[src/rtl/alarm_clock_pkg.sv]
`default_nettype none
// =====================================================================
// alarm_clock_pkg : shared state encoding, time limits and 12/24 h
//                   display conversion for the alarm clock core.
// Revision: 1.0
// =====================================================================
package alarm_clock_pkg;

  typedef enum logic [1:0] {
    IDLE    = 2'd0,
    RINGING = 2'd1,
    SNOOZED = 2'd2
  } state_t;

  localparam logic [4:0] MAX_HOUR = 5'd23;
  localparam logic [5:0] MAX_MIN  = 6'd59;
  localparam logic [5:0] MAX_SEC  = 6'd59;

  function automatic logic [4:0] to_display_hours(input logic [4:0] h, input logic mode_24h);
    logic [4:0] d;
    d = h;
    if (!mode_24h) begin
      if (h == 5'd0)       d = 5'd12;
      else if (h > 5'd12)  d = h - 5'd12;
    end
    return d;
  endfunction

endpackage
`default_nettype wire

[src/rtl/multi_alarm_clock_core_time_counter_hms.sv]
`default_nettype none
// =====================================================================
// time_counter_hms : board-clock prescaler, 1 Hz tick and 24 h
//                    hh:mm:ss counter with synchronous time load.
// Revision: 1.0
// =====================================================================
module time_counter_hms
  import alarm_clock_pkg::*;
#(
  parameter int CLK_HZ = 256
) (
  input  logic       clk,
  input  logic       reset,
  input  logic       load,
  input  logic [4:0] set_hours,
  input  logic [5:0] set_mins,
  output logic       tick,
  output logic [4:0] hours,
  output logic [5:0] mins,
  output logic [5:0] secs
);

  localparam int PW = (CLK_HZ > 1) ? $clog2(CLK_HZ) : 1;
  localparam logic [PW-1:0] PRESC_MAX = PW'(CLK_HZ - 1);

  logic [PW-1:0] presc;
  logic          wrap;

  assign wrap = (presc == PRESC_MAX);

  // A load restarts the second from zero and swallows a coincident tick.
  always_ff @(posedge clk) begin
    if (reset) begin
      presc <= '0;
      tick  <= 1'b0;
      hours <= '0;
      mins  <= '0;
      secs  <= '0;
    end else if (load) begin
      presc <= '0;
      tick  <= 1'b0;
      hours <= set_hours;
      mins  <= set_mins;
      secs  <= '0;
    end else begin
      tick  <= wrap;
      presc <= wrap ? '0 : presc + 1'b1;
      if (wrap) begin
        if (secs == MAX_SEC) begin
          secs <= '0;
          if (mins == MAX_MIN) begin
            mins  <= '0;
            hours <= (hours == MAX_HOUR) ? '0 : hours + 1'b1;
          end else begin
            mins <= mins + 1'b1;
          end
        end else begin
          secs <= secs + 1'b1;
        end
      end
    end
  end

endmodule
`default_nettype wire

[src/rtl/multi_alarm_clock_core.sv]
`default_nettype none
// =====================================================================
// multi_alarm_clock_core : time keeping with NUM_ALARMS programmable
//   alarms, snooze, dismiss and ring timeout.
//   Optional macro HOURLY_CHIME_EN builds the top-of-hour chime.
// Revision: 1.0
// =====================================================================
module multi_alarm_clock_core
  import alarm_clock_pkg::*;
#(
  parameter int CLK_HZ             = 256,
  parameter int NUM_ALARMS         = 4,
  parameter int IDX_W              = 2,
  parameter int SNOOZE_MINS        = 9,
  parameter int ALARM_TIMEOUT_SECS = 60
) (
  input  logic                  clk_256Hz,
  input  logic                  reset,
  input  logic                  load_time,
  input  logic                  load_alarm,
  input  logic [IDX_W-1:0]      alarm_sel,
  input  logic [4:0]            set_hours,
  input  logic [5:0]            set_mins,
  input  logic [NUM_ALARMS-1:0] alarm_enable,
  input  logic                  snooze,
  input  logic                  dismiss,
  input  logic                  mode_24h,
  output logic [4:0]            hours,
  output logic [5:0]            mins,
  output logic [5:0]            secs,
  output logic                  am_pm,
  output logic                  alarm,
  output logic [IDX_W-1:0]      ring_idx,
  output logic                  tick_1Hz,
  output logic                  load_err,
  output logic                  chime
);

  localparam int SLOT_SPAN = 1 << IDX_W;
  localparam logic [IDX_W:0] NUM_SLOTS = (IDX_W + 1)'(NUM_ALARMS);
  localparam logic [7:0]  TMO_LOAD = 8'(ALARM_TIMEOUT_SECS);
  localparam logic [11:0] SNZ_LOAD = 12'(SNOOZE_MINS * 60);

  logic [4:0] cur_hours;
  logic       set_valid, sel_valid, time_load, alarm_load;

  assign set_valid  = (set_hours <= MAX_HOUR) && (set_mins <= MAX_MIN);
  assign sel_valid  = ({1'b0, alarm_sel} < NUM_SLOTS);
  assign time_load  = load_time & set_valid;
  assign alarm_load = load_alarm & set_valid & sel_valid;

  time_counter_hms #(.CLK_HZ(CLK_HZ)) u_time (
    .clk       (clk_256Hz),
    .reset     (reset),
    .load      (time_load),
    .set_hours (set_hours),
    .set_mins  (set_mins),
    .tick      (tick_1Hz),
    .hours     (cur_hours),
    .mins      (mins),
    .secs      (secs)
  );

  assign hours = to_display_hours(cur_hours, mode_24h);
  assign am_pm = (cur_hours >= 5'd12);

  logic [4:0]            slot_hours [NUM_ALARMS];
  logic [5:0]            slot_mins  [NUM_ALARMS];
  logic [NUM_ALARMS-1:0] fired, same_time, match;
  logic [SLOT_SPAN-1:0]  en_pad;
  logic                  any_match, ring_en, fire;
  logic [IDX_W-1:0]      first_idx, ring_idx_nx;

  for (genvar k = 0; k < NUM_ALARMS; k++) begin : g_slot
    assign same_time[k] = (slot_hours[k] == cur_hours) && (slot_mins[k] == mins);
    assign match[k]     = alarm_enable[k] & same_time[k] & ~fired[k];
  end

  assign en_pad    = SLOT_SPAN'(alarm_enable);
  assign ring_en   = en_pad[ring_idx];
  assign any_match = |match;

  always_comb begin
    first_idx = '0;
    for (int k = NUM_ALARMS - 1; k >= 0; k--) begin
      if (match[k]) first_idx = IDX_W'(k);
    end
  end

  // fired[] blocks a re-ring for the rest of the matching minute.
  always_ff @(posedge clk_256Hz) begin
    if (reset) begin
      fired <= '1;
      for (int k = 0; k < NUM_ALARMS; k++) begin
        slot_hours[k] <= '0;
        slot_mins[k]  <= '0;
      end
    end else begin
      for (int k = 0; k < NUM_ALARMS; k++) begin
        if (!same_time[k])                  fired[k] <= 1'b0;
        if (fire && first_idx == IDX_W'(k)) fired[k] <= 1'b1;
        if (alarm_load && alarm_sel == IDX_W'(k)) begin
          fired[k]      <= 1'b0;
          slot_hours[k] <= set_hours;
          slot_mins[k]  <= set_mins;
        end
      end
    end
  end

  state_t      state, state_nx;
  logic [7:0]  tmo, tmo_nx;
  logic [11:0] snz, snz_nx;

  always_ff @(posedge clk_256Hz) begin
    if (reset) begin
      state    <= IDLE;
      tmo      <= '0;
      snz      <= '0;
      ring_idx <= '0;
      load_err <= 1'b0;
    end else begin
      state    <= state_nx;
      tmo      <= tmo_nx;
      snz      <= snz_nx;
      ring_idx <= ring_idx_nx;
      load_err <= (load_time & ~set_valid) | (load_alarm & ~(set_valid & sel_valid));
    end
  end

  always_comb begin
    state_nx    = state;
    tmo_nx      = tmo;
    snz_nx      = snz;
    ring_idx_nx = ring_idx;
    fire        = 1'b0;
    case (state)
      IDLE: begin
        if (any_match) begin
          fire        = 1'b1;
          state_nx    = RINGING;
          ring_idx_nx = first_idx;
          tmo_nx      = TMO_LOAD;
        end
      end
      RINGING: begin
        if (dismiss || !ring_en) begin
          state_nx = IDLE;
        end else if (snooze) begin
          state_nx = SNOOZED;
          snz_nx   = SNZ_LOAD;
        end else if (tick_1Hz) begin
          if (tmo <= 8'd1) state_nx = IDLE;
          else             tmo_nx   = tmo - 8'd1;
        end
      end
      SNOOZED: begin
        if (dismiss || !ring_en) begin
          state_nx = IDLE;
        end else if (tick_1Hz) begin
          if (snz <= 12'd1) begin
            state_nx = RINGING;
            tmo_nx   = TMO_LOAD;
          end else begin
            snz_nx = snz - 12'd1;
          end
        end
      end
      default: state_nx = IDLE;
    endcase
  end

  assign alarm = (state == RINGING);

`ifdef HOURLY_CHIME_EN
  localparam int CW = $clog2(CLK_HZ + 1) + 1;
  logic [CW-1:0] chime_cnt;
  logic          top_of_hour;

  // The tick cycle itself is the first of the CLK_HZ chime cycles.
  assign top_of_hour = tick_1Hz && (mins == 6'd0) && (secs == 6'd0);

  always_ff @(posedge clk_256Hz) begin
    if (reset)                 chime_cnt <= '0;
    else if (top_of_hour)      chime_cnt <= CW'(CLK_HZ - 1);
    else if (chime_cnt != '0)  chime_cnt <= chime_cnt - 1'b1;
  end

  assign chime = (top_of_hour || (chime_cnt != '0)) && !alarm;
`else
  assign chime = 1'b0;
`endif

endmodule
`default_nettype wire

[config.mk]
export PLATFORM = sky130hd
export DESIGN_NAME = multi_alarm_clock_core
export DESIGN_NICKNAME = d
export VERILOG_FILES = /design/src/rtl/alarm_clock_pkg.sv /design/src/rtl/multi_alarm_clock_core_time_counter_hms.sv /design/src/rtl/multi_alarm_clock_core.sv
export SDC_FILE = /design/constraint.sdc
export NUM_CORES = 1
export LEC_CHECK = 0
export CAP_MARGIN = 20
export CORE_UTILIZATION = 39
export CTS_BUF_LIST = sky130_fd_sc_hd__clkbuf_4 sky130_fd_sc_hd__clkbuf_8 sky130_fd_sc_hd__clkbuf_16
export DETAILED_ROUTE_END_ITERATION = 10
export HOLD_SLACK_MARGIN = 0.08
export PLACE_DENSITY_LB_ADDON = 0.12
export SLEW_MARGIN = 20
export SYNTH_ARGS = -nofsm -noshare
export SYNTH_HDL_FRONTEND = slang
export SYNTH_SLANG_ARGS = --single-unit
[constraint.sdc]
create_clock -name clk_256Hz -period 2.45 [get_ports clk_256Hz]
set_input_delay 0.49 -clock clk_256Hz [delete_from_list [all_inputs] [get_ports clk_256Hz]]
set_output_delay 0.49 -clock clk_256Hz [all_outputs]
set_load 0.02 [all_outputs]
# Word-level counts from Yosys, hierarchy flattened
# Memories as Yosys holds them, arrays and structs flattened.
# Index checks and enable logic that the tools add are counted.
dict set report word_totals {
  register_bits 55
  ram_bits 44
  input_bits 24
  output_inout_bits 24
  wordCells 206
  memories 2
}
dict set report classes {
  addsub 7
  order_cmp 7
  n_eq_ne 38
  n_mux 79
  n_bitwise 26
  n_reduce_logical 33
}
# memory depth word_bits read_ports rd_clocked_by_memory_dff write_ports line
set mem_list {}
lappend mem_list {slot_mins 4 6 4 0 4 multi_alarm_clock_core.sv:68} ;# logic [5:0] slot_mins [NUM_ALARMS];
lappend mem_list {slot_hours 4 5 4 0 4 multi_alarm_clock_core.sv:67} ;# logic [4:0] slot_hours [NUM_ALARMS];
# operator count
set ops {}
lappend ops {{8-bit 2-to-1 mux} 8}
lappend ops {{12-bit 2-to-1 mux} 5}
lappend ops {{5-bit 2-to-1 mux} 12}
lappend ops {{6-bit 2-to-1 mux} 9}
lappend ops {{1-bit 2-to-1 mux} 29}
lappend ops {{6-bit equality test} 4}
lappend ops {{2-bit 2-to-1 mux} 12}
lappend ops {{12-bit case mux with 2 select lines} 1}
lappend ops {{8-bit case mux with 3 select lines} 1}
lappend ops {{5-bit equality test} 4}
lappend ops {{2-bit inequality test, second input constant} 8}
lappend ops {{1-bit logical AND} 13}
lappend ops {{6-bit by 1-bit adder with 6-bit output, second input constant} 2}
lappend ops {{1-bit bitwise AND} 12}
lappend ops {{6-bit equality test, second input constant} 2}
lappend ops {{12-bit by 1-bit less-or-equal comparator with 1-bit output, second input constant} 1}
lappend ops {{3-bit by 1-bit inequality test with 1-bit output, second input constant} 4}
lappend ops {{12-bit by 1-bit subtractor with 12-bit output, second input constant} 1}
lappend ops {{2-bit equality test, second input constant} 5}
lappend ops {{1-bit bitwise OR} 9}
lappend ops {{9-bit AND reduction} 1}
lappend ops {{8-bit by 1-bit adder with 8-bit output, second input constant} 1}
lappend ops {{8-bit equality test, second input constant} 1}
lappend ops {{8-bit by 1-bit less-or-equal comparator with 1-bit output, second input constant} 1}
lappend ops {{30 further kinds} 44}

# Logic depth before layout (Yosys ltp)
# Gate-level depths: netlist (run 1).
# An unclocked memory read counts as a cell.
dict set report depth {
  depth_word 13
  mapped_depth 8
  ltp_nobuf 7
}

# Modules after synthesis
# A second synthesis (run 1) with hierarchy kept.
dict set report hier_totals {
  cells_unflattened 561
  hier_area_um2 5392.7
}
# module n_inst cells_per_inst area_each_um2 seq_area_each_um2
set modules_own_cells {}
lappend modules_own_cells {multi_alarm_clock_core 1 401 4040.1 1901.8}
lappend modules_own_cells {time_counter_hms 1 160 1352.5 520.5}

# Least setup slack after synthesis (run 1)
# No wires, ideal clock.
dict set report synth_timing {
  kind {in2reg}
  start {input port set_mins[5]}
  end {memory slot_hours[0][0] (enable)}
  setup_time_ns 0.397
  t_arrival_ns 1.764
  required_ns 2.053
  path_slack_ns 0.289
  path_stages 3
  path_buffers 0
  cell_sequence {nand4_1 nand3_1 o31ai_1}
}
# element line
set synth_lines {}
lappend synth_lines {{start, declared} multi_alarm_clock_core.sv:23} ;# input logic [5:0] set_mins,
lappend synth_lines {{end, declared} multi_alarm_clock_core.sv:67}

# Final worst setup path (run 1)
dict set report layout_timing {
  start {register u_time.hours[3]}
  end {output port hours[2]}
}
dict set report layout_via {
  elab_chain_len 4
  elab_cells_between_ends 5
  classes_between {order compare (1); mux (3); reduce/logical (1)}
}
# element line
set layout_rtl {}
lappend layout_rtl {{start, declared} multi_alarm_clock_core_time_counter_hms.sv:18} ;# output logic [4:0] hours,
lappend layout_rtl {{start signal, assigned} multi_alarm_clock_core_time_counter_hms.sv:42} ;# hours <= set_hours;
lappend layout_rtl {{start signal, assigned} multi_alarm_clock_core_time_counter_hms.sv:53} ;# hours <= (hours == MAX_HOUR) ? '0 : hours + 1'b1;
lappend layout_rtl {{5-bit by 4-bit > comparator with 1-bit output} alarm_clock_pkg.sv:24} ;# else if (h > 5'd12) d = h - 5'd12;
lappend layout_rtl {{5-bit 2-to-1 mux} alarm_clock_pkg.sv:24}
lappend layout_rtl {{5-bit 2-to-1 mux (*)} alarm_clock_pkg.sv:23} ;# if (h == 5'd0) d = 5'd12;
lappend layout_rtl {{5-bit 2-to-1 mux (*)} alarm_clock_pkg.sv:22} ;# if (!mode_24h) begin
lappend layout_rtl {{end, declared} multi_alarm_clock_core.sv:28} ;# output logic [4:0] hours,
# Mark *: on every way between the ends. The rest lies on a longest branch, timed or not.

==> results of run 1 <==
cells by family (layout without fill, tap and decap cells):
group | count (synthesis) | after routing
AND/OR/NAND/NOR | 248 | 248
flip-flops | 99 | 99
AO/OA/AOI/OAI | 91 | 91
XOR/XNOR | 63 | 63
buffers and inverters | 43 | 117
adder cells (fa/ha/maj) | 12 | 12
multiplexers | 4 | 4
other | 1 | 1
cell usage after synthesis (all sizes together) (3+ instances only):
| master | n | area (µm²) |
|---|---|---|
| xnor2 | 56 | 490.5 |
| o21a | 5 | 37.54 |
| and2 | 44 | 275.3 |
| o31ai | 4 | 30.03 |
| nor2 | 50 | 187.7 |
| and3 | 4 | 25.02 |
| o41ai | 5 | 51.30 |
| clkbuf | 12 | 45.04 |
| mux2i | 3 | 30.03 |
| nand4 | 19 | 118.9 |
| inv | 14 | 52.55 |
| nor3 | 22 | 110.1 |
| nand3 | 27 | 135.1 |
| o21ai | 18 | 93.84 |
| a2111oi | 4 | 62.56 |
| nand2 | 35 | 131.4 |
| a311oi | 4 | 35.03 |
| xor2 | 7 | 61.31 |
| o211ai | 5 | 51.30 |
| nor4b | 3 | 26.28 |
| ha | 12 | 150.1 |
| dfxtp | 55 | 1101 |
| nor4 | 14 | 123.9 |
| buf | 17 | 86.33 |
| nor2b | 4 | 32.53 |
| a21oi | 23 | 122.6 |
| or3 | 6 | 42.54 |
| edfxtp | 44 | 1321 |
| a211oi | 11 | 82.58 |
| nor3b | 3 | 22.52 |
| nand2b | 11 | 68.82 |
routing by layer:
layer	part of all wire [%]	vias to the layer above
met5	0	-
met3	3.6	13
met1	46	2077
li1	-	2148
met2	49	75
met4	1.0	0
layout make-up:
| type | count | area (µm²) |
|---|---|---|
| Clock buffer | 11 | 240.2 |
| Clock inverter | 5 | 60.06 |
| Fill cell | 1304 | 6793 |
| Inverter | 14 | 52.55 |
| Multi-Input combinational cell | 419 | 2779 |
| Sequential cell | 99 | 2422 |
| Tap cell | 176 | 220.2 |
| Timing Repair Buffer | 87 | 780.7 |
power by group through the flow:
stage,Clock (mW),Combinational [mW],Sequential [mW]
floorplan,0,0.289,1.87
global placement,0,0.476,1.89
detailed placement,0,0.481,1.89
CTS,1.49,0.480,1.85
global route,1.57,0.518,1.86
finish,1.46,0.474,1.85
through the flow:
stage | hold WS [ns] | utilization (%) | cells | cell area [µm²]
finish | 0.4620 | 49.11 | 811 | 6555
global route | 0.4914 | 49.11 | 811 | 6555
CTS | 0.4653 | 49.06 | 811 | 6549
detailed placement | 0.4476 | 46.84 | 795 | 6252
global placement | 0.4383 | 46.84 | 795 | 6252
floorplan | 0.4258 | - | 561 | 5383
registers in the layout, indices dropped and copies added, names as in the netlist, 2 cells and up:
register	flops
fired	4
ring_idx	2
slot_hours	20
slot_mins	24
snz	12
state	2
tmo	8
u_time.hours	5
u_time.mins	6
u_time.presc	8
u_time.secs	6
worst max-delay path by stage:
stage,end,slack (ns),depth (start not counted),from
after floorplan,slot_hours[0][0],0.29,3,set_mins[5]
after global placement,hours[3],-0.05,4,mode_24h
after detailed placement,hours[3],-0.09,4,mode_24h
after global routing,u_time.mins[3],0.01,7,u_time.presc[0]
after CTS,hours[0],0.009,6,u_time.hours[3]
final,hours[2],0.16,6,u_time.hours[3]
layout by cell type (no fill, tap or decap), types with 5 or more instances in the layout:
cell and count:
sky130_fd_sc_hd__nor4_1 11, sky130_fd_sc_hd__nor2_1 49, sky130_fd_sc_hd__clkdlybuf4s50_1 40, sky130_fd_sc_hd__xor2_1 7
sky130_fd_sc_hd__nand3_1 27, sky130_fd_sc_hd__nand4_1 19, sky130_fd_sc_hd__o21ai_0 12, sky130_fd_sc_hd__buf_4 40
sky130_fd_sc_hd__o21a_1 5, sky130_fd_sc_hd__nand2_1 35, sky130_fd_sc_hd__ha_1 12, sky130_fd_sc_hd__xnor2_1 56
sky130_fd_sc_hd__nor3_1 22, sky130_fd_sc_hd__clkbuf_16 9, sky130_fd_sc_hd__or3_1 5, sky130_fd_sc_hd__o21ai_1 5
sky130_fd_sc_hd__dfxtp_1 55, sky130_fd_sc_hd__and2_1 44, sky130_fd_sc_hd__inv_1 14, sky130_fd_sc_hd__a211oi_1 11
sky130_fd_sc_hd__a21oi_1 21, sky130_fd_sc_hd__nand2b_1 11, sky130_fd_sc_hd__edfxtp_1 44
worst reg2reg max path, delay by kind of cell (launching register included):
family	cells	cell delay, ns
compound gates	2	0.22
fa+ha+maj	1	0.21
flops	1	0.37
simple gates	4	1.31
timing repair:
item / 4_1_cts / 5_1_grt
cloned: 0 / 0
setup buffers: 0 / 0
gates resized for setup: 3 / 6
endpoints found under the setup margin: 3 / 5
==> impl_metrics.csv, run 1 <==
group,metric,value,unit
outcome,status,"complete, no violations",
timing,setup_total_negative_slack,0,ns
clocking,insertion_delay,0.35,ns
yosys,synthesis.area_per_instance,9.595,µm²
drt,drcViolationCount,0,
final_layout,syn_to_final_growth,21.78,%
power_and_ir_drop,power.internal,2.835,mW
yosys,synthesized_net_count,597,
timing,slew_viol_final,0,
min_path,min_delay_path_depth,1,
grt,maximum_number_of_pins_on_one_net_before_global_route_repair,17,
setup_path,cp_num_buf_inv,2,
min_path,min-delay-path-class,"flop to flop",
yosys,postSynthRegisterBits,99,
min_path,hold-path-endpoint,"u_time.presc[0]",
power_and_ir_drop,power_density_over_cell_area,577.2,nW/µm²
yosys,area_of_the_mapped_netlist,5383,µm²
clocking,cts_tree,"built",
clocking,ctsHoldBuffers,0,
yosys,synth_edf_count,44,
grt,wire_length_of_the_first_global_routing_pass,21.16,mm
power_and_ir_drop,vdd_drop_max,0.0003804,V
setup_path,worst_path_dominant_cell_family,"simple AND/OR/NAND/NOR gates",
power_and_ir_drop,pwr-share-comb,12.5,%
yosys,post_synth_xor_area_fraction,10.25,%
drt,routed_wirelength,13.17,mm
drt,detail_route.iter0.violations,257,
min_path,worst_hold_startpoint,"u_time.presc[0]",
floorplanning,core.rowCount,42,
yosys,syn-instance-count,561,
setup_path,cp_common_cell,"sky130_fd_sc_hd__nand2_1",
setup_path,r2r-end,"u_time.mins[5]",
setup_path,timing.critical_path.from_type,"flop",
setup_path,crit_path_end_kind,"primary output",
setup_path,cpMaxStageDelayCell,"sky130_fd_sc_hd__dfxtp_1",
drt,wl_cell,16.24,µm
floorplanning,chipWidth,119.5,µm
grt,overflow_after_grt,0,
drt,first_pass_iters,4,
grt,globalRouteMet3Util,4.837,%
clocking,tritoncts.num_buffers,9,
drt,viasPerCell,5.318,
grt,grt_use_met2,33.16,%
timing,grt_setup_unrepaired,"no",
job,drv_cap,0,
power_and_ir_drop,netSwitchingFraction,25.09,%
timing,setup_viol,0,
timing,period_share,93.61,%
power_and_ir_drop,p_switching,0.9493,mW
yosys,synth_mux_area_share,0.9763,%
setup_path,required_time_of_the_worst_setup_path,1.96,ns
clocking,cts_buffer_depth,2,
clocking,cts_num_sinks,99,
setup_path,critPathKind,"flop to primary output",
grt,grtUsageMet1,23.60,%
setup_path,timing.critical_path.fanout_max,5,
setup_path,slowest_delay,0.35,ns
power_and_ir_drop,power,3.784,mW
timing,worst-slew-pin-transition,0.5897,ns
floorplanning,core_footprint,13350,µm²
timing,finalClockSkew,0.008219,ns
floorplanning,floorplan.initialDensity,40.33,%
clocking,clk_transition_reported_paths,0.07,ns
clocking,ctsHtreeMaxLevel,3,
setup_path,worst_r2r_path_depth,7,
floorplanning,floorplan.die_area,14280,µm²
yosys,yosysWarnings,0,
setup_path,worst_r2r_startpoint,"u_time.presc[0]",
timing,hold_viol_final,0,
power_and_ir_drop,power.sequential.fraction,48.9,%
timing,max_freq,436.0,MHz
final_layout,layout-drive-gt1-share,11.65,%
grt,grt_pass1_vias,4179,
timing,finalWorstSetupSlack,0.1565,ns
yosys,yosys_most_used_dff,"sky130_fd_sc_hd__dfxtp_1",
placement,globalplace.congestion,0.8352,
yosys,async_flop_share,0,%
yosys,synth_seq_area_share,45.00,%
floorplanning,die-height,119.5,µm
placement,place_hpwl,9.788,mm
placement,post_placement_setup_slack,-0.09165,ns
grt,grt_most_used_layer,"met2",
yosys,synth_compound_gate_area_share,12.44,%
power_and_ir_drop,cellLeakagePower,2.324,nW
timing,layout_min_cycle_time,2.294,ns
setup_path,r2r_setup_slack,0.27,ns
yosys,post_synth_fa_ha_maj_area_fraction,2.789,%
final_layout,n_antenna_cell,0,
yosys,synth_simple_gate_area_share,25.06,%
grt,antenna_found_initial,0,
timing,max-slew-margin-rel,60.42,%
drt,detail-route-antenna-nets,0,
setup_path,cp.arrival,1.80,ns
setup_path,path_cells,"inv_1 -> ha_1 -> nand2_1 -> or3_1 -> nand2_1 -> dlygate4sd2_1",
yosys,synth.lib_cells_used.distinct,60,
placement,io_buffers,46,
final_layout,nNetsFinal,666,
floorplanning,num_io_pins,48,
yosys,synth_top_family_by_area,"simple AND/OR/NAND/NOR gates",
clocking,clock_tree_root_driver_cell,"sky130_fd_sc_hd__clkbuf_16",
grt,grt_util_all_layers,19.27,%
drt,vias,4313,
power_and_ir_drop,power_frac_clock,38.5,%
Power figures use the tool's default switching activity.
==> run 2: changes to the inputs <==
--- a/config.mk
+++ b/config.mk
@@ -6,8 +6,11 @@
 export NUM_CORES = 1
 export LEC_CHECK = 0
 export CAP_MARGIN = 20
+export CELL_PAD_IN_SITES_DETAIL_PLACEMENT = 0
+export CELL_PAD_IN_SITES_GLOBAL_PLACEMENT = 1
 export CORE_UTILIZATION = 39
 export CTS_BUF_LIST = sky130_fd_sc_hd__clkbuf_4 sky130_fd_sc_hd__clkbuf_8 sky130_fd_sc_hd__clkbuf_16
+export CTS_CLUSTER_SIZE = 24
 export DETAILED_ROUTE_END_ITERATION = 10
 export HOLD_SLACK_MARGIN = 0.08
 export PLACE_DENSITY_LB_ADDON = 0.12
==> constraint.sdc (replaced) <==
create_clock -name clk_256Hz -period 2.2 [get_ports clk_256Hz]
set_input_delay 0.44 -clock clk_256Hz [delete_from_list [all_inputs] [get_ports clk_256Hz]]
set_output_delay 0.44 -clock clk_256Hz [all_outputs]
set_load 0.02 [all_outputs]
==> run 2 against run 1 <==
Net effect: worst hold slack got worse by 0.0028 ns; register-to-register slack got worse by 0.11 ns; first-iteration DRC count fell by 2.3%.
==> impl_metrics.csv, run 2 (synthesized netlist as in run 1, its figures left out) <==
group,metric,value,unit
clocking,cts_num_sinks,99,
clocking,cts_tree,"built",
floorplanning,die-height,119.5,µm
drt,routed_wirelength,13.78,mm
grt,antenna_found_initial,0,
min_path,min-delay-path-class,"flop to flop",
timing,period_share,95.94,%
final_layout,layout-drive-gt1-share,16.87,%
floorplanning,core_footprint,13350,µm²
grt,wire_length_of_the_first_global_routing_pass,22.04,mm
final_layout,final_util,50.67,%
clocking,ctsHtreeMaxLevel,3,
drt,vias,4395,
final_layout,largest_registers,"slot_mins (24), slot_hours (20), snz (12)",
clocking,clk_transition_reported_paths,0.07,ns
drt,viasPerCell,5.270,
drt,drcViolationCount,0,
drt,detail_route.iter0.violations,251,
setup_path,cp.arrival,1.67,ns
clocking,cts_buffer_depth,2,
final_layout,final_cell_mix,"64 x sky130_fd_sc_hd__buf_4, 56 x sky130_fd_sc_hd__xnor2_1, 52 x sky130_fd_sc_hd__dfxtp_1",
placement,area_post_placement,6425,µm²
clocking,tritoncts.num_buffers,9,
outcome,status,"complete, no violations",
timing,max-slew-margin-rel,28.52,%
placement,place_hpwl,10.43,mm
floorplanning,chipWidth,119.5,µm
setup_path,r2r-end,"tmo[7]",
timing,finalWorstSetupSlack,0.08927,ns
timing,layout_min_cycle_time,2.111,ns
timing,worst-slew-pin-transition,1.064,ns
setup_path,r2r_setup_slack,0.16,ns
drt,detail-route-antenna-nets,0,
floorplanning,core.rowCount,42,
setup_path,timing.critical_path.fanout_max,5,
clocking,insertion_delay,0.36,ns
final_layout,syn_to_final_growth,25.66,%
timing,slew_viol_final,0,
final_layout,n_antenna_cell,0,
grt,overflow_after_grt,0,
timing,max_freq,473.8,MHz
job,drv_cap,0,
setup_path,critPathKind,"flop to primary output",
drt,first_pass_iters,4,
grt,grt_pass1_vias,4220,
clocking,ctsHoldBuffers,0,
setup_path,crit_path_end_kind,"primary output",
placement,io_buffers,46,
setup_path,required_time_of_the_worst_setup_path,1.76,ns
power_and_ir_drop,vdd_drop_max,0.0004765,V
setup_path,timing.critical_path.from_type,"flop",
floorplanning,num_io_pins,48,
final_layout,number_of_flip_flops_under_the_largest_register_name,24,
timing,finalClockSkew,0.009729,ns
drt,wl_cell,16.53,µm
setup_path,worst_r2r_path_depth,9,
placement,post_placement_setup_slack,-0.2240,ns
final_layout,regMostFlops,"slot_mins",
final_layout,nNetsFinal,689,
setup_path,critical_path.startpoint,"u_time.mins[4]",
final_layout,final_common_cell,"sky130_fd_sc_hd__buf_4",
grt,grt_util_all_layers,20.27,%
setup_path,worst_r2r_startpoint,"u_time.hours[4]",
timing,setup_total_negative_slack,0,ns
floorplanning,floorplan.die_area,14280,µm²
power_and_ir_drop,cellLeakagePower,2.413,nW
clocking,clock_tree_root_driver_cell,"sky130_fd_sc_hd__clkbuf_16",
final_layout,postLayoutCellArea,6764,µm²
grt,maximum_number_of_pins_on_one_net_before_global_route_repair,23,
setup_path,cp-endpoint,"mins[4]",
timing,setup_viol,0,
power_and_ir_drop,power_density_over_cell_area,636.3,nW/µm²
placement,globalplace.congestion,0.8096,
floorplanning,floorplan.initialDensity,40.33,%
timing,grt_setup_unrepaired,"no",
timing,hold_viol_final,0,
-- run 2: cell type report --
cell class | instances | area, µm²
multi-input combinational | 419 | 2823
clock inverter | 4 | 56.30
sequential | 99 | 2426
tap | 176 | 220.2
inverter | 14 | 52.55
timing repair buffer | 110 | 932.1
fill | 1266 | 6584
clock buffer | 12 | 254.0
-- run 2: metal layers --
metal / vias up / track usage, % / share of wire (%)
met1: 2092 / 25.29 / 45
met3: 12 / 4.646 / 4.3
li1: 2206 / - / -
met2: 85 / 34.57 / 49
met4: 0 / 6.250 / 1.7
met5: - / 0 / 0
-- run 2: critical path, stage by stage, from the launching register on --
cell                              delay [ns]
sky130_fd_sc_hd__dfxtp_1                0.51
sky130_fd_sc_hd__buf_4                  0.21
sky130_fd_sc_hd__clkdlybuf4s50_1        0.60
-- run 2: worst min-delay path by stage --
stage,from,endpoint,cells past startpoint
final,u_time.presc[0],u_time.presc[0],1
after global routing,u_time.presc[0],u_time.presc[0],1
after CTS,u_time.presc[0],u_time.presc[0],1
after detailed placement,u_time.presc[0],u_time.presc[0],1
after global placement,u_time.presc[0],u_time.presc[0],1
after floorplan,u_time.presc[0],u_time.presc[0],1
-- run 2: metrics by stage --
step / hold slack (ns) / instances / power (mW)
final: 0.4593 / 834 / 4.304
after global routing: 0.4772 / 834 / 4.482
after CTS: 0.4685 / 834 / 4.348
after detailed placement: 0.4504 / 818 / 2.683
after global placement: 0.4398 / 818 / 2.675
after floorplan: 0.4258 / 561 / 2.408
-- run 2: repair_timing --
action	in CTS	in global routing
gates resized for setup	15	16
endpoints found under the setup margin	7	16
pin swaps	0	5
setup buffers	0	0
-- run 2: where the power goes --
group | switching (mW) | internal (mW) | leakage [nW]
clock | 0.716 | 0.950 | 0.155
sequential | 0.0525 | 2.00 | 0.876
combinational | 0.311 | 0.272 | 1.38
total | 1.08 | 3.22 | 2.41
==> run 3: changes to the inputs <==
--- a/config.mk
+++ b/config.mk
@@ -17,4 +17,5 @@
 export SLEW_MARGIN = 20
 export SYNTH_ARGS = -nofsm -noshare
 export SYNTH_HDL_FRONTEND = slang
+export SYNTH_HIERARCHICAL = 1
 export SYNTH_SLANG_ARGS = --single-unit
==> run 3 against run 2 <==
Net effect: non-clock buffer count grew 42; largest cell class unchanged; the run now ends with setup timing left; global-route usage grew 0.59 points; first-iteration DRC count grew 8.4%; critical path type is now flop to flop.
==> impl_metrics.csv, run 3 <==
group,metric,value,unit
setup_path,required_time_of_the_worst_setup_path,2.45,ns
drt,detail_route.iter0.violations,272,
yosys,synth.top_cells.by_area,"sky130_fd_sc_hd__edfxtp_1 25%, sky130_fd_sc_hd__dfxtp_1 20%, sky130_fd_sc_hd__and2_1 5.3%",
drt,wl_cell,16.52,µm
placement,place_hpwl,10.82,mm
power_and_ir_drop,p_switching,1.112,mW
final_layout,final_common_cell,"sky130_fd_sc_hd__buf_4",
placement,post_placement_setup_slack,-0.2968,ns
floorplanning,chipWidth,119.6,µm
timing,hold_viol_final,0,
final_layout,regMostFlops,"slot_mins",
grt,antenna_found_initial,0,
floorplanning,core.rowCount,42,
clocking,ctsHtreeMaxLevel,3,
drt,viasPerCell,5.293,
yosys,syn-instance-count,561,
power_and_ir_drop,pwr-share-comb,14.5,%
clocking,ctsHoldBuffers,0,
clocking,cts_tree,"built",
yosys,postSynthRegisterBits,99,
power_and_ir_drop,power.sequential.fraction,47.9,%
yosys,yosysWarnings,6,
clocking,clk_transition_reported_paths,0.07,ns
setup_path,timing.critical_path.fanout_max,6,
placement,io_buffers,46,
drt,detail-route-antenna-nets,0,
power_and_ir_drop,power_density_over_cell_area,587.3,nW/µm²
yosys,post-synth-top-count-cell,"sky130_fd_sc_hd__dfxtp_1",
timing,setup_viol,10,
outcome,status,"finished, violations left",
grt,wire_length_of_the_first_global_routing_pass,23.04,mm
final_layout,syn_to_final_growth,35.94,%
power_and_ir_drop,power.internal,3.194,mW
floorplanning,floorplan.initialDensity,40.40,%
grt,maximum_number_of_pins_on_one_net_before_global_route_repair,18,
timing,timing.hold.ws,0.4496,ns
floorplanning,floorplan.die_area,14300,µm²
yosys,synthesis.area_per_instance,9.613,µm²
clocking,cts_num_sinks,99,
yosys,synthDominantCellAreaShare,24.50,%
drt,vias,4631,
yosys,yosys_most_used_dff,"sky130_fd_sc_hd__dfxtp_1",
yosys,async_flop_share,0,%
timing,period_share,104.2,%
power_and_ir_drop,power_frac_clock,37.6,%
final_layout,fillers,1226,
final_layout,largest_registers,"slot_mins (24), slot_hours (20), snz (12)",
power_and_ir_drop,netSwitchingFraction,25.82,%
timing,max_freq,436.0,MHz
timing,finalClockSkew,0.007913,ns
final_layout,number_of_flip_flops_under_the_largest_register_name,24,
job,drv_cap,0,
setup_path,crit_path_end_kind,"flop",
floorplanning,die-height,119.6,µm
yosys,synth_seq_area_share,44.92,%
drt,drcViolationCount,0,
clocking,tritoncts.num_buffers,9,
grt,grt_pass1_vias,4563,
outcome,failed_checks,"setup timing",
floorplanning,num_io_pins,48,
yosys,synth_edf_count,44,
drt,first_pass_iters,4,
setup_path,critPathKind,"flop to flop",
placement,globalplace.congestion,0.7959,
final_layout,layout-drive-gt1-share,27.61,%
yosys,synth.lib_cells_used.distinct,71,
floorplanning,core_footprint,13350,µm²
setup_path,cp.arrival,2.54,ns
timing,slew_viol_final,0,
timing,grt_setup_unrepaired,"yes",
yosys,area_of_the_mapped_netlist,5393,µm²
timing,finalWorstSetupSlack,-0.09346,ns
clocking,insertion_delay,0.36,ns
yosys,synthesized_net_count,595,
clocking,cts_buffer_depth,2,
yosys,netlist.top_cell.by_area,"sky130_fd_sc_hd__edfxtp_1",
power_and_ir_drop,cellLeakagePower,2.824,nW
power_and_ir_drop,vdd_drop_max,0.0002831,V
min_path,min-delay-path-class,"flop to flop",
setup_path,timing.critical_path.from_type,"flop",
grt,overflow_after_grt,0,
timing,layout_min_cycle_time,2.293,ns
final_layout,final_cell_mix,"101 x sky130_fd_sc_hd__buf_4, 46 x sky130_fd_sc_hd__dfxtp_1, 45 x sky130_fd_sc_hd__nor2_1, 45 x sky130_fd_sc_hd__and2_1, 44 x sky130_fd_sc_hd__edfxtp_1",
final_layout,n_antenna_cell,0,
yosys,synth_commonest_cells,"55 x sky130_fd_sc_hd__dfxtp_1, 46 x sky130_fd_sc_hd__and2_1, 46 x sky130_fd_sc_hd__nor2_1",
grt,grt_util_all_layers,20.86,%
drt,routed_wirelength,14.45,mm
final_layout,nNetsFinal,728,
clocking,clock_tree_root_driver_cell,"sky130_fd_sc_hd__clkbuf_16",
run 3: changes by cell type in the layout (fill, tap and decap cells not counted), sizes merged, moves of 9 or more:
cell / change
inv: +9
nand3: -14
xor2: +23
buf: +43
xnor2: -24
nand2: -12
run 3: cell type report:
| class | instances | area (µm²) | share of cell area, % |
|---|---|---|---|
| Tap cell | 176 | 220.2 | 3.004 |
| Inverter | 23 | 86.33 | 1.178 |
| Sequential cell | 99 | 2441 | 33.30 |
| Timing Repair Buffer | 152 | 1284 | 17.51 |
| Clock buffer | 9 | 225.2 | 3.072 |
| Clock inverter | 7 | 75.07 | 1.024 |
| Multi-Input combinational cell | 409 | 2999 | 40.91 |
run 3: repair_timing:
| action | in CTS | in global routing |
|---|---|---|
| resized for setup | 31 | 53 |
| endpoints found under the setup margin | 22 | 29 |
| pin swaps | 3 | 25 |
| buffers inserted | 2 | 5 |
| hold endpoints to repair | 0 | 0 |
run 3: kinds of logic after synthesis:
logic type	share of synthesized area (%)
other cells	0.06954
buf+inv	4.014
mux	1.021
flops	44.92
compound gates	13.99
simple gates	23.60
xor+xnor	10.07
fa+ha+maj	2.320
run 3: metal layers:
metal | GRT usage, % | wire [µm] | vias up
met5 | 0 | 0 | -
met3 | 2.947 | 426 | 13
met4 | 6.797 | 193 | 0
li1 | - | - | 2305
met2 | 34.79 | 6881 | 66
met1 | 27.75 | 6951 | 2247
run 3: stage by stage:
step           instances  instance area, µm²  power (mW)  TNS, ns  util, %
5_1_grt              875                7331       4.464   -1.690    54.92
3_3_place_gp         854                6728       2.685   -15.54    50.40
3_5_place_dp         854                6728       2.692   -19.31    50.40
2_1_floorplan        561                5428       2.389  -0.8573        -
4_1_cts              870                7072       4.319  -0.5968    52.98
6_report             875                7331       4.306  -0.5759    54.92
run 3: power groups by stage:
stage          registers, mW  clock network (mW)  logic [mW]
6_report                2.06                1.62       0.625
5_1_grt                 2.07                1.71       0.680
4_1_cts                 2.06                1.66       0.599
3_5_place_dp            2.10                   0       0.591
3_3_place_gp            2.10                   0       0.587
2_1_floorplan           2.11                   0       0.280
run 3: final timing paths:
kind	startpoint	to	slack, ns	depth (start not counted)
max	snz[4]	tmo[3]	-0.09	7
min	u_time/presc[0]	u_time/presc[0]	0.45	1
max reg2reg	snz[4]	tmo[3]	-0.09	7
min reg2reg	u_time/presc[0]	u_time/presc[0]	0.45	1
run 3: critical path, cell delays in order, from the launching register on:
cell and delay (ns):
sky130_fd_sc_hd__dfxtp_2 0.33, sky130_fd_sc_hd__or4_4 0.53, sky130_fd_sc_hd__or4_4 0.47, sky130_fd_sc_hd__o21ai_4 0.18, sky130_fd_sc_hd__o2111a_2 0.30, sky130_fd_sc_hd__buf_4 0.15, sky130_fd_sc_hd__a41o_1 0.18, sky130_fd_sc_hd__a21oi_2 0.03
